===== src/rtl/pwm_pkg.sv =====
// Shared types for the PWM capture path: FSM state encoding and default counter width.
// Latency: n/a (package only).
// Backpressure: n/a (package only).
package pwm_pkg;

   typedef enum logic [1:0] {
      IDLE = 2'd0,
      ARM  = 2'd1,
      HIGH = 2'd2,
      LOW  = 2'd3
   } state_t;

   localparam int CNT_W_DEF = 32;

   typedef logic [CNT_W_DEF-1:0] cnt_t;

endpackage


===== src/rtl/pwm_capture_if.sv =====
// Bundle of the PWM capture control inputs and measurement outputs.
// Latency: n/a (wiring only).
// Backpressure: none; results are strobed and held, there is no ready.
// Ports: pwm_in/enable/clear flow master->slave; period_o, pulse_o, sample_stb,
//        valid_o, timeout_o and stuck_level_o flow slave->master.
interface pwm_capture_if #(
   parameter int CNT_W = pwm_pkg::CNT_W_DEF
);
   logic             pwm_in;
   logic             enable;
   logic             clear;
   logic [CNT_W-1:0] period_o;
   logic [CNT_W-1:0] pulse_o;
   logic             sample_stb;
   logic             valid_o;
   logic             timeout_o;
   logic             stuck_level_o;

   modport master (
      output pwm_in, enable, clear,
      input  period_o, pulse_o, sample_stb, valid_o, timeout_o, stuck_level_o
   );

   modport slave (
      input  pwm_in, enable, clear,
      output period_o, pulse_o, sample_stb, valid_o, timeout_o, stuck_level_o
   );
endinterface


===== src/rtl/pwm_sync_edge.sv =====
// Synchronizes an async level input and flags its rising and falling edges.
// Latency: din edge -> rise_o/fall_o asserted after SYNC_STAGES clock edges, for one cycle.
// Backpressure: none; edges are combinational pulses, consumer must act that cycle.
// Ports: clk, rst_n (async active-low), din (async), sync_o, rise_o, fall_o.
module pwm_sync_edge #(
   parameter int SYNC_STAGES = 2
) (
   input  logic clk,
   input  logic rst_n,
   input  logic din,
   output logic sync_o,
   output logic rise_o,
   output logic fall_o
);
   logic [SYNC_STAGES-1:0] sync_q, sync_d;
   logic                   prev_q, prev_d;

   always_comb begin
      sync_d = {sync_q[SYNC_STAGES-2:0], din};
      prev_d = sync_q[SYNC_STAGES-1];
   end

   always_ff @(posedge clk or negedge rst_n) begin
      if (!rst_n) begin
         sync_q <= '0;
         prev_q <= 1'b0;
      end else begin
         sync_q <= sync_d;
         prev_q <= prev_d;
      end
   end

   assign sync_o = sync_q[SYNC_STAGES-1];
   assign rise_o = sync_o & ~prev_q;
   assign fall_o = ~sync_o & prev_q;
endmodule


===== src/rtl/pwm_capture.sv =====
// Measures period and high time of an async PWM input between successive rising edges.
// Latency: results update on the edge ending the rise-detect cycle (SYNC_STAGES+1 edges after pwm_in rises).
// Backpressure: none; each result is a one-cycle sample_stb with held period_o/pulse_o.
// Ports: PCLK, PRESETn (async active-low), bus (slave: pwm_in/enable/clear in, results out).
module pwm_capture
   import pwm_pkg::*;
#(
   parameter int               CNT_W       = CNT_W_DEF,
   parameter int               SYNC_STAGES = 2,
   parameter logic [CNT_W-1:0] TIMEOUT     = '1
) (
   input logic          PCLK,
   input logic          PRESETn,
   pwm_capture_if.slave bus
);
   localparam logic [CNT_W-1:0] CNT_ONE = {{(CNT_W-1){1'b0}}, 1'b1};

   state_t           state_q, state_d;
   logic [CNT_W-1:0] cnt_q, cnt_d;
   logic [CNT_W-1:0] hi_cnt_q, hi_cnt_d;
   logic [CNT_W-1:0] period_q, period_d;
   logic [CNT_W-1:0] pulse_q, pulse_d;
   logic             stb_q, stb_d;
   logic             valid_q, valid_d;
   logic             tmo_q, tmo_d;
   logic             stuck_q, stuck_d;

   logic             sync, rise, fall;
   logic             tmo_hit;
   logic [CNT_W-1:0] cnt_inc;

   pwm_sync_edge #(.SYNC_STAGES(SYNC_STAGES)) u_sync_edge (
      .clk    (PCLK),
      .rst_n  (PRESETn),
      .din    (bus.pwm_in),
      .sync_o (sync),
      .rise_o (rise),
      .fall_o (fall)
   );

   // Edges take priority over the timeout in every branch below, so tmo_hit alone
   // means "TIMEOUT reached with no edge this cycle".
   assign tmo_hit = (cnt_q == TIMEOUT);
   // Saturate so a fall landing exactly on TIMEOUT cannot wrap the counter in LOW.
   assign cnt_inc = tmo_hit ? cnt_q : cnt_q + CNT_ONE;

   always_ff @(posedge PCLK or negedge PRESETn) begin
      if (!PRESETn) state_q <= IDLE;
      else          state_q <= state_d;
   end

   always_comb begin
      state_d = state_q;
      if (bus.clear) begin
         state_d = bus.enable ? ARM : IDLE;
      end else if (!bus.enable) begin
         state_d = IDLE;
      end else begin
         case (state_q)
            IDLE: state_d = ARM;
            ARM:  if (rise) state_d = HIGH;
            HIGH: if (fall) state_d = LOW;  else if (tmo_hit) state_d = ARM;
            LOW:  if (rise) state_d = HIGH; else if (tmo_hit) state_d = ARM;
            default: state_d = IDLE;
         endcase
      end
   end

   always_comb begin
      cnt_d    = cnt_q;
      hi_cnt_d = hi_cnt_q;
      period_d = period_q;
      pulse_d  = pulse_q;
      stb_d    = 1'b0;
      valid_d  = valid_q;
      tmo_d    = tmo_q;
      stuck_d  = stuck_q;
      if (bus.clear) begin
         valid_d = 1'b0;
         tmo_d   = 1'b0;
         stuck_d = 1'b0;
      end else if (bus.enable) begin
         case (state_q)
            ARM: if (rise) cnt_d = CNT_ONE;
            HIGH: begin
               cnt_d = cnt_inc;
               if (fall) begin
                  hi_cnt_d = cnt_q;
               end else if (tmo_hit) begin
                  tmo_d   = 1'b1;
                  stuck_d = sync;
               end
            end
            LOW: begin
               if (rise) begin
                  period_d = cnt_q;
                  pulse_d  = hi_cnt_q;
                  stb_d    = 1'b1;
                  valid_d  = 1'b1;
                  cnt_d    = CNT_ONE;
               end else begin
                  cnt_d = cnt_inc;
                  if (tmo_hit) begin
                     tmo_d   = 1'b1;
                     stuck_d = sync;
                  end
               end
            end
            default: ;
         endcase
      end
   end

   always_ff @(posedge PCLK or negedge PRESETn) begin
      if (!PRESETn) begin
         cnt_q    <= '0;
         hi_cnt_q <= '0;
         period_q <= '0;
         pulse_q  <= '0;
         stb_q    <= 1'b0;
         valid_q  <= 1'b0;
         tmo_q    <= 1'b0;
         stuck_q  <= 1'b0;
      end else begin
         cnt_q    <= cnt_d;
         hi_cnt_q <= hi_cnt_d;
         period_q <= period_d;
         pulse_q  <= pulse_d;
         stb_q    <= stb_d;
         valid_q  <= valid_d;
         tmo_q    <= tmo_d;
         stuck_q  <= stuck_d;
      end
   end

   assign bus.period_o      = period_q;
   assign bus.pulse_o       = pulse_q;
   assign bus.sample_stb    = stb_q;
   assign bus.valid_o       = valid_q;
   assign bus.timeout_o     = tmo_q;
   assign bus.stuck_level_o = stuck_q;
endmodule


===== src/flat_wrapper.sv =====
// flat-port wrapper written by rule: the top's interface ports become plain ports
module pwm_capture_flat import pwm_pkg::*;
#(
   parameter int               CNT_W       = CNT_W_DEF,
   parameter int               SYNC_STAGES = 2,
   parameter logic [CNT_W-1:0] TIMEOUT     = '1
)
  (PCLK, PRESETn, bus_pwm_in, bus_enable, bus_clear, bus_period_o, bus_pulse_o, bus_sample_stb, bus_valid_o, bus_timeout_o, bus_stuck_level_o);
  pwm_capture_if #(.CNT_W(CNT_W)) bus_i ();
  input logic PCLK;
  input logic PRESETn;
  input wire logic [$bits(bus_i.pwm_in)-1:0] bus_pwm_in;
  input wire logic [$bits(bus_i.enable)-1:0] bus_enable;
  input wire logic [$bits(bus_i.clear)-1:0] bus_clear;
  output wire logic [$bits(bus_i.period_o)-1:0] bus_period_o;
  output wire logic [$bits(bus_i.pulse_o)-1:0] bus_pulse_o;
  output wire logic [$bits(bus_i.sample_stb)-1:0] bus_sample_stb;
  output wire logic [$bits(bus_i.valid_o)-1:0] bus_valid_o;
  output wire logic [$bits(bus_i.timeout_o)-1:0] bus_timeout_o;
  output wire logic [$bits(bus_i.stuck_level_o)-1:0] bus_stuck_level_o;
  assign bus_i.pwm_in = bus_pwm_in;
  assign bus_i.enable = bus_enable;
  assign bus_i.clear = bus_clear;
  assign bus_period_o = bus_i.period_o;
  assign bus_pulse_o = bus_i.pulse_o;
  assign bus_sample_stb = bus_i.sample_stb;
  assign bus_valid_o = bus_i.valid_o;
  assign bus_timeout_o = bus_i.timeout_o;
  assign bus_stuck_level_o = bus_i.stuck_level_o;
  pwm_capture #(.CNT_W(CNT_W), .SYNC_STAGES(SYNC_STAGES), .TIMEOUT(TIMEOUT)) u_core (.PCLK(PCLK), .PRESETn(PRESETn), .bus(bus_i));
endmodule

===== config.mk =====
export PLATFORM = sky130hd
export DESIGN_NAME = pwm_capture_flat
export DESIGN_NICKNAME = d
export VERILOG_FILES = /design/src/rtl/pwm_pkg.sv /design/src/rtl/pwm_capture_if.sv /design/src/rtl/pwm_sync_edge.sv /design/src/rtl/pwm_capture.sv /design/src/flat_wrapper.sv
export SDC_FILE = /design/constraint.sdc
export NUM_CORES = 1
export LEC_CHECK = 0
export CAP_MARGIN = 20
export CORE_ASPECT_RATIO = 0.6
export CORE_UTILIZATION = 45
export DETAILED_ROUTE_END_ITERATION = 16
export PLACE_DENSITY = 0.67
export SLEW_MARGIN = 20
export SYNTH_ARGS = -nofsm -noshare
export SYNTH_HDL_FRONTEND = slang
export SYNTH_SLANG_ARGS = --single-unit

===== constraint.sdc =====
create_clock -name PCLK -period 2.3 [get_ports PCLK]
set_input_delay 0.46 -clock PCLK [delete_from_list [all_inputs] [get_ports PCLK]]
set_output_delay 0.46 -clock PCLK [all_outputs]
set_load 0.02 [all_outputs]

==> run summary, run 1 <==
Worst-case reg-to-reg path depth: 5
Site Rows: 31
Register area share after synthesis: 58.8%
Minimum clock period: 2160 ps
Worst Hold Path EP: u_core.u_sync_edge.sync_q[1]
DIE AREA: 13,400 um^2
Capture point of the worst reg-to-reg path: u_core.cnt_q[12]
Top cells by area, synth: dfrtp_1 (59%), mux2_2 (16%), nand2_1 (2.8%)
I/O pin cnt: 73
Final Hold Vio Count: 0
RSZ-0062 raised after global routing: no
TritonCTS Buffers: 17
Final non-filler cell area: 7730 um^2
GR met3 Demand/Resource: 6.09%
Slowest cell on crit path: or3_2
Layout Cells excl Fill: 764
Overall routing resource usage: 21.6%
Yosys warns: 0
Largest net degree at the start of global routing: 50
Worst-Margin Slew: 571 ps
HPWL Detailed: 8960 um
Min-delay worst type: flop to flop
Yosys top cell by area: dfrtp_1
Htree depth: 4
Clk_skew: 9.59 ps
Met1 usage: 30.9%
Worst R2R Start: u_core.cnt_q[0]
Peak-usage layer in the global routing report: met2
Most used DFF post-synth: dfrtp_1
CP cell instances: ha_1, nand3_1, or3_2, or4_1, a21oi_1
CTS tree: built
CP Data Arrival Time: 2490 ps
Post-synthesis async set-or-reset flop share: 100%
Setup repair bufs after CTS: 0
HP Start: u_core.u_sync_edge.sync_q[0]
Number of port buffers: 72
Leak Pwr: 3.59 nW
Die X: 149 um
Antenna Violating Nets Remaining: 0
Synth unique cells: 46
Max-Cap Viols: 0
Longest Clk Path Bufs: 2
Number of synthesized flops with an enable pin: 0
Clock-pin slew on the worst setup and hold paths: 60 ps
Wirelength per Cell: 17.5 um
Outcome: completed
Dpl cells: 731
Cells after synthesis: 476
Most frequent cell after synthesis: dfrtp_1
Routability cong.: 0.889
Core area: 12,300 um^2
Final max-slew violation count: 0
Syn nets: 482
Die Span Y: 90.1 um
Post-Synthesis Cell Area: 5830 um^2
Final setup fails: 0
Clk_lat worst skew: 420 ps
Final WL: 13,300 um
CTS sink cnt: 137
Synthesis-stage register bit count: 137
WHS Path Cells: 0
Worst Path Required: 2640 ps
Vias in the first global route: 4,374
DRC viols: 0
Antenna Cells: 0
Via density: 5.60
Area after DPL: 7030 um^2
Max FO, Critical Path: 9
Area grow syn2layout: 32.6%
Vias: 4,280
Slew HR: 61.6%
Post-synth top area share: 58.8%
Util after Layout: 62.6%
CP max stage delay: 630 ps
Pwr/cell area: 766 nW/um^2
VDD IR max: 0.557 mV
Maximum clock rate: 0.463 GHz
Starting Density: 47.2%
Crit end category: flop
Share of cells above drive strength 1: 29.7%
Final net count: 592
Synth cell count leaders: dfrtp_1 (137), mux2_2 (84), nand2_1 (43)
Routing usage on met2: 31.3%
Syn Area/Cell: 12.2 um^2
Final period utilization: 93.9%
Root buffer cell: clkbuf_16
DR iter-0 viols: 331
Initial antenna violation count: 0
Total negative slack: 0 ps
Startpoint types: flop
Drt first pass iters: 5
Setup Crit Path Kind: flop to flop
R2R setup slack: 140 ps
First-pass GRT wire length: 22,400 um
Gr ovfl total: 0
-- registers in the layout (all words and copies together) (netlist names) --
name and cells:
u_core.bus.sample_stb 1, u_core.cnt_q 32, u_core.bus.period_o 32, u_core.bus.pulse_o 32
u_core.bus.valid_o 1, u_core.u_sync_edge.prev_q 1, u_core.state_q 2, u_core.u_sync_edge.sync_q 2
u_core.bus.timeout_o 1, u_core.hi_cnt_q 32, u_core.bus.stuck_level_o 1
-- cells in the final DEF, fill, tap and decap left out, drive strengths merged, types with 2 or more instances in the layout --
cell type,n
and4,3
buf,43
or3,11
a31oi,4
o311ai,2
nand4,11
nor2b,2
nor4,3
nor3,8
mux2,84
clkinv,4
dfrtp,137
bufinv,5
nor2,9
o2111ai,2
a31o,3
clkbuf,19
nand2,43
a41oi,2
o31ai,8
inv,15
clkdlybuf4s50,71
o21ai,26
nand3,19
or4,15
and3,4
mux2i,3
a21oi,18
o211ai,9
-- worst max path at each step --
stage	start	endpoint	slack (ps)	depth (start not counted)
2_1_floorplan	u_core.cnt_q[0]	u_core.cnt_q[14]	150	6
3_3_place_gp	bus_enable	u_core.cnt_q[14]	-150	7
3_5_place_dp	bus_enable	u_core.cnt_q[11]	-220	6
4_1_cts	u_core.cnt_q[12]	u_core.cnt_q[0]	110	7
5_1_grt	u_core.cnt_q[19]	u_core.cnt_q[0]	10	7
6_report	u_core.cnt_q[0]	u_core.cnt_q[12]	140	5
-- logic make-up after synthesis --
logic type / after synthesis / share of synthesized area (%)
flip-flops: 137 / 58.8
adder cells (fa/ha/maj): 1 / 0.215
AND/OR/NAND/NOR: 134 / 13.0
XOR/XNOR: 1 / 0.150
buffers and inverters: 36 / 2.41
AO/OA/AOI/OAI: 80 / 8.68
multiplexers: 87 / 16.8
-- routing by layer --
metal  share of wire (%)  routed length (um)
met5                   0                   0
met4                 1.4                 189
met3                 5.5                 735
met2                  44                5860
met1                  49                6570
-- power breakdown --
| part | switching [mW] | total [mW] | internal (mW) |
|---|---|---|---|
| clock network | 1.09 | 3.08 | 2.00 |
| registers | 0.0679 | 2.54 | 2.47 |
| logic | 0.174 | 0.292 | 0.118 |
| total | 1.33 | 5.92 | 4.59 |
-- critical path: cells and delay by family (launching register included) --
| family | cells | cell delay [ps] |
|---|---|---|
| adders and majority gates | 1 | 170 |
| DFF | 1 | 370 |
| AOI/OAI and AO/OA | 1 | 190 |
| and+or+nand+nor | 3 | 1350 |
-- timing repair --
action,CTS,global route
hold endpoints to repair,39,0
hold buffers,1,0
gates resized for setup,0,4
setup endpoints to repair,0,9
-- per-stage QoR --
step	worst slack (ps)	total power, mW	hold WS (ps)
5_1_grt	9.63	6.09	382
3_5_place_dp	-221	2.87	343
2_1_floorplan	148	2.69	164
3_3_place_gp	-149	2.85	335
4_1_cts	107	5.97	356
6_report	141	5.92	354
-- final cells by class --
cell class                      count  area [um^2]
Fill cell                         944         4610
Tap cell                          165          206
Timing Repair Buffer              115         1100
Multi-Input combinational cell    303         2280
Sequential cell                   137         3430
Clock buffer                       19          453
Inverter                           12         45.0
Clock inverter                     13          215
Power figures use the tool's default switching activity.
==> run 2: changes to the inputs <==
--- a/config.mk
+++ b/config.mk
@@ -6,10 +6,12 @@
 export NUM_CORES = 1
 export LEC_CHECK = 0
 export CAP_MARGIN = 20
+export CELL_PAD_IN_SITES_DETAIL_PLACEMENT = 1
+export CELL_PAD_IN_SITES_GLOBAL_PLACEMENT = 1
 export CORE_ASPECT_RATIO = 0.6
 export CORE_UTILIZATION = 45
 export DETAILED_ROUTE_END_ITERATION = 16
-export PLACE_DENSITY = 0.67
+export PLACE_DENSITY_LB_ADDON = 0.1
 export SLEW_MARGIN = 20
 export SYNTH_ARGS = -nofsm -noshare
 export SYNTH_HDL_FRONTEND = slang
==> run summary, run 2 (same netlist as run 1, synthesis figures left out) <==
Commonest non-fill, non-tap cell in the layout: dfrtp_1
Area grow syn2layout: 30.6%
Gr ovfl total: 0 (unchanged)
Pwr/cell area: 708 nW/um^2 (-7.6%)
Max-Cap Viols: 0 (unchanged)
Initial antenna violation count: 0 (unchanged)
I/O pin cnt: 73 (unchanged)
Clk_lat worst skew: 420 ps (about the same)
Minimum clock period: 2160 ps (+1.92 ps)
Layout Cells excl Fill: 765 (+0.13%)
Crit end category: flop
Vias: 4,318 (+0.89%)
Antenna Violating Nets Remaining: 0 (unchanged)
Routability cong.: 0.826 (-7.1%)
Vias in the first global route: 4,707 (+7.6%)
Antenna Cells: 0 (unchanged)
Die Span Y: 90.1 um (unchanged)
Final period utilization: 94.0% (about the same)
Worst-case reg-to-reg path depth: 5 (unchanged)
Largest net degree at the start of global routing: 51 (+2.0%)
Drt first pass iters: 4 (-1)
Area after DPL: 7030 um^2 (about the same)
Via density: 5.64 (+0.76%)
DRC viols: 0 (unchanged)
Clk_skew: 8.67 ps (-0.916 ps)
First-pass GRT wire length: 25,100 um (+12%)
Final max-slew violation count: 0 (unchanged)
Final net count: 594 (+0.34%)
RSZ-0062 raised after global routing: no
Min-delay worst type: flop to flop
Number of port buffers: 72 (unchanged)
Slew HR: 63.0% (+1.4 points)
Max FO, Critical Path: 7 (-2)
Setup Crit Path Kind: flop to flop
Worst-Margin Slew: 551 ps (-20.1 ps)
Final setup fails: 0 (unchanged)
WHS Path Cells: 0 (unchanged)
Final WL: 14,900 um (+12%)
Leak Pwr: 3.55 nW (-1.3%)
Site Rows: 31 (unchanged)
Fill cell count: 1,267 (+34%)
DIE AREA: 13,400 um^2 (unchanged)
TritonCTS Buffers: 17 (unchanged)
Total negative slack: 0 ps (unchanged)
Die X: 149 um (unchanged)
R2R setup slack: 140 ps (about the same)
Capture point of the worst reg-to-reg path: u_core.cnt_q[19]
HPWL Detailed: 9720 um (+8.5%)
Share of cells above drive strength 1: 29.3% (-0.38 points)
Clock-pin slew on the worst setup and hold paths: 60 ps (about the same)
Most frequent cells in the layout: dfrtp_1 (137), mux2_2 (84), clkdlybuf4s50_1 (71)
Worst Hold Path EP: u_core.u_sync_edge.sync_q[1]
Outcome: completed
Worst Path Required: 2640 ps (about the same)
Maximum clock rate: 0.463 GHz (about the same)
Worst Setup SP: u_core.cnt_q[4]
Footprint of the multi-input gates: 2270 um^2 (-0.27%)
Longest Clk Path Bufs: 2 (unchanged)
CTS tree: built
Root buffer cell: clkbuf_16
CTS sink cnt: 137 (unchanged)
Overall routing resource usage: 24.4% (+2.7 points)
Dpl ws: -228 ps (-6.67 ps)
Wirelength per Cell: 19.5 um (+12%)
Starting Density: 47.2% (unchanged)
Setup repair bufs after CTS: 0 (unchanged)
Worst R2R Start: u_core.cnt_q[4]
Final non-filler cell area: 7610 um^2 (-1.5%)
Htree depth: 4 (unchanged)
Final Hold Vio Count: 0 (unchanged)
DR iter-0 viols: 316 (-4.5%)
Startpoint types: flop
CP Data Arrival Time: 2500 ps (about the same)
Dpl cells: 733 (+0.27%)
Final worst slack: 139 ps (-1.92 ps)
Util after Layout: 61.7% (-0.94 points)
HP Start: u_core.u_sync_edge.sync_q[0]
VDD IR max: 0.561 mV (+0.61%)
Seq. cell area: 3430 um^2 (about the same)
Core area: 12,300 um^2 (unchanged)
-- run 2: stage by stage --
stage                     total power [mW]  hold slack, ps
after floorplan                       2.69             164
after global placement                2.84             333
after detailed placement              2.87             347
after CTS                             5.45             360
after global routing                  5.60             373
final                                 5.39             359
-- run 2: worst max-delay path by stage --
stage / endpoint / depth (start not counted)
floorplan: u_core.cnt_q[14] / 6
global placement: u_core.cnt_q[15] / 6
detailed placement: u_core.cnt_q[15] / 6
CTS: u_core.cnt_q[28] / 6
global route: u_core.bus.stuck_level_o / 6
finish: u_core.cnt_q[19] / 5
-- run 2: final cells by class --
type | count | share of cell area, %
Multi-Input combinational cell | 303 | 29.9
Tap cell | 165 | 2.71
Sequential cell | 137 | 45.1
Clock buffer | 20 | 6.00
Timing Repair Buffer | 117 | 14.5
Clock inverter | 11 | 1.32
Inverter | 12 | 0.592
-- run 2: report_power, final --
part           internal [mW]  switching, mW  total, mW
clock                   1.53           1.02       2.56
combinational          0.109          0.184      0.293
sequential              2.47         0.0671       2.54
-- run 2: critical path, cell delays in order (launching register included) --
cell     delay, ps
dfrtp_1        490
nand4_4        140
or3_1          410
a311o_1        430
or4_1          510
nand3_1        110
-- run 2: layer usage --
layer  track usage (%)  share of wire [%]  up-vias
met3              5.03                3.0       10
met5                 0                  0        -
met1              33.6                 48     2240
met4              7.65               0.81        0
met2              38.6                 48       83
li1                  -                  -     1985
-- run 2: what timing repair did --
| action | in CTS | in global routing |
|---|---|---|
| setup endpoints to repair | 0 | 11 |
| gates resized for setup | 0 | 3 |
| hold buffers | 1 | 0 |
| hold endpoints to repair | 2 | 0 |
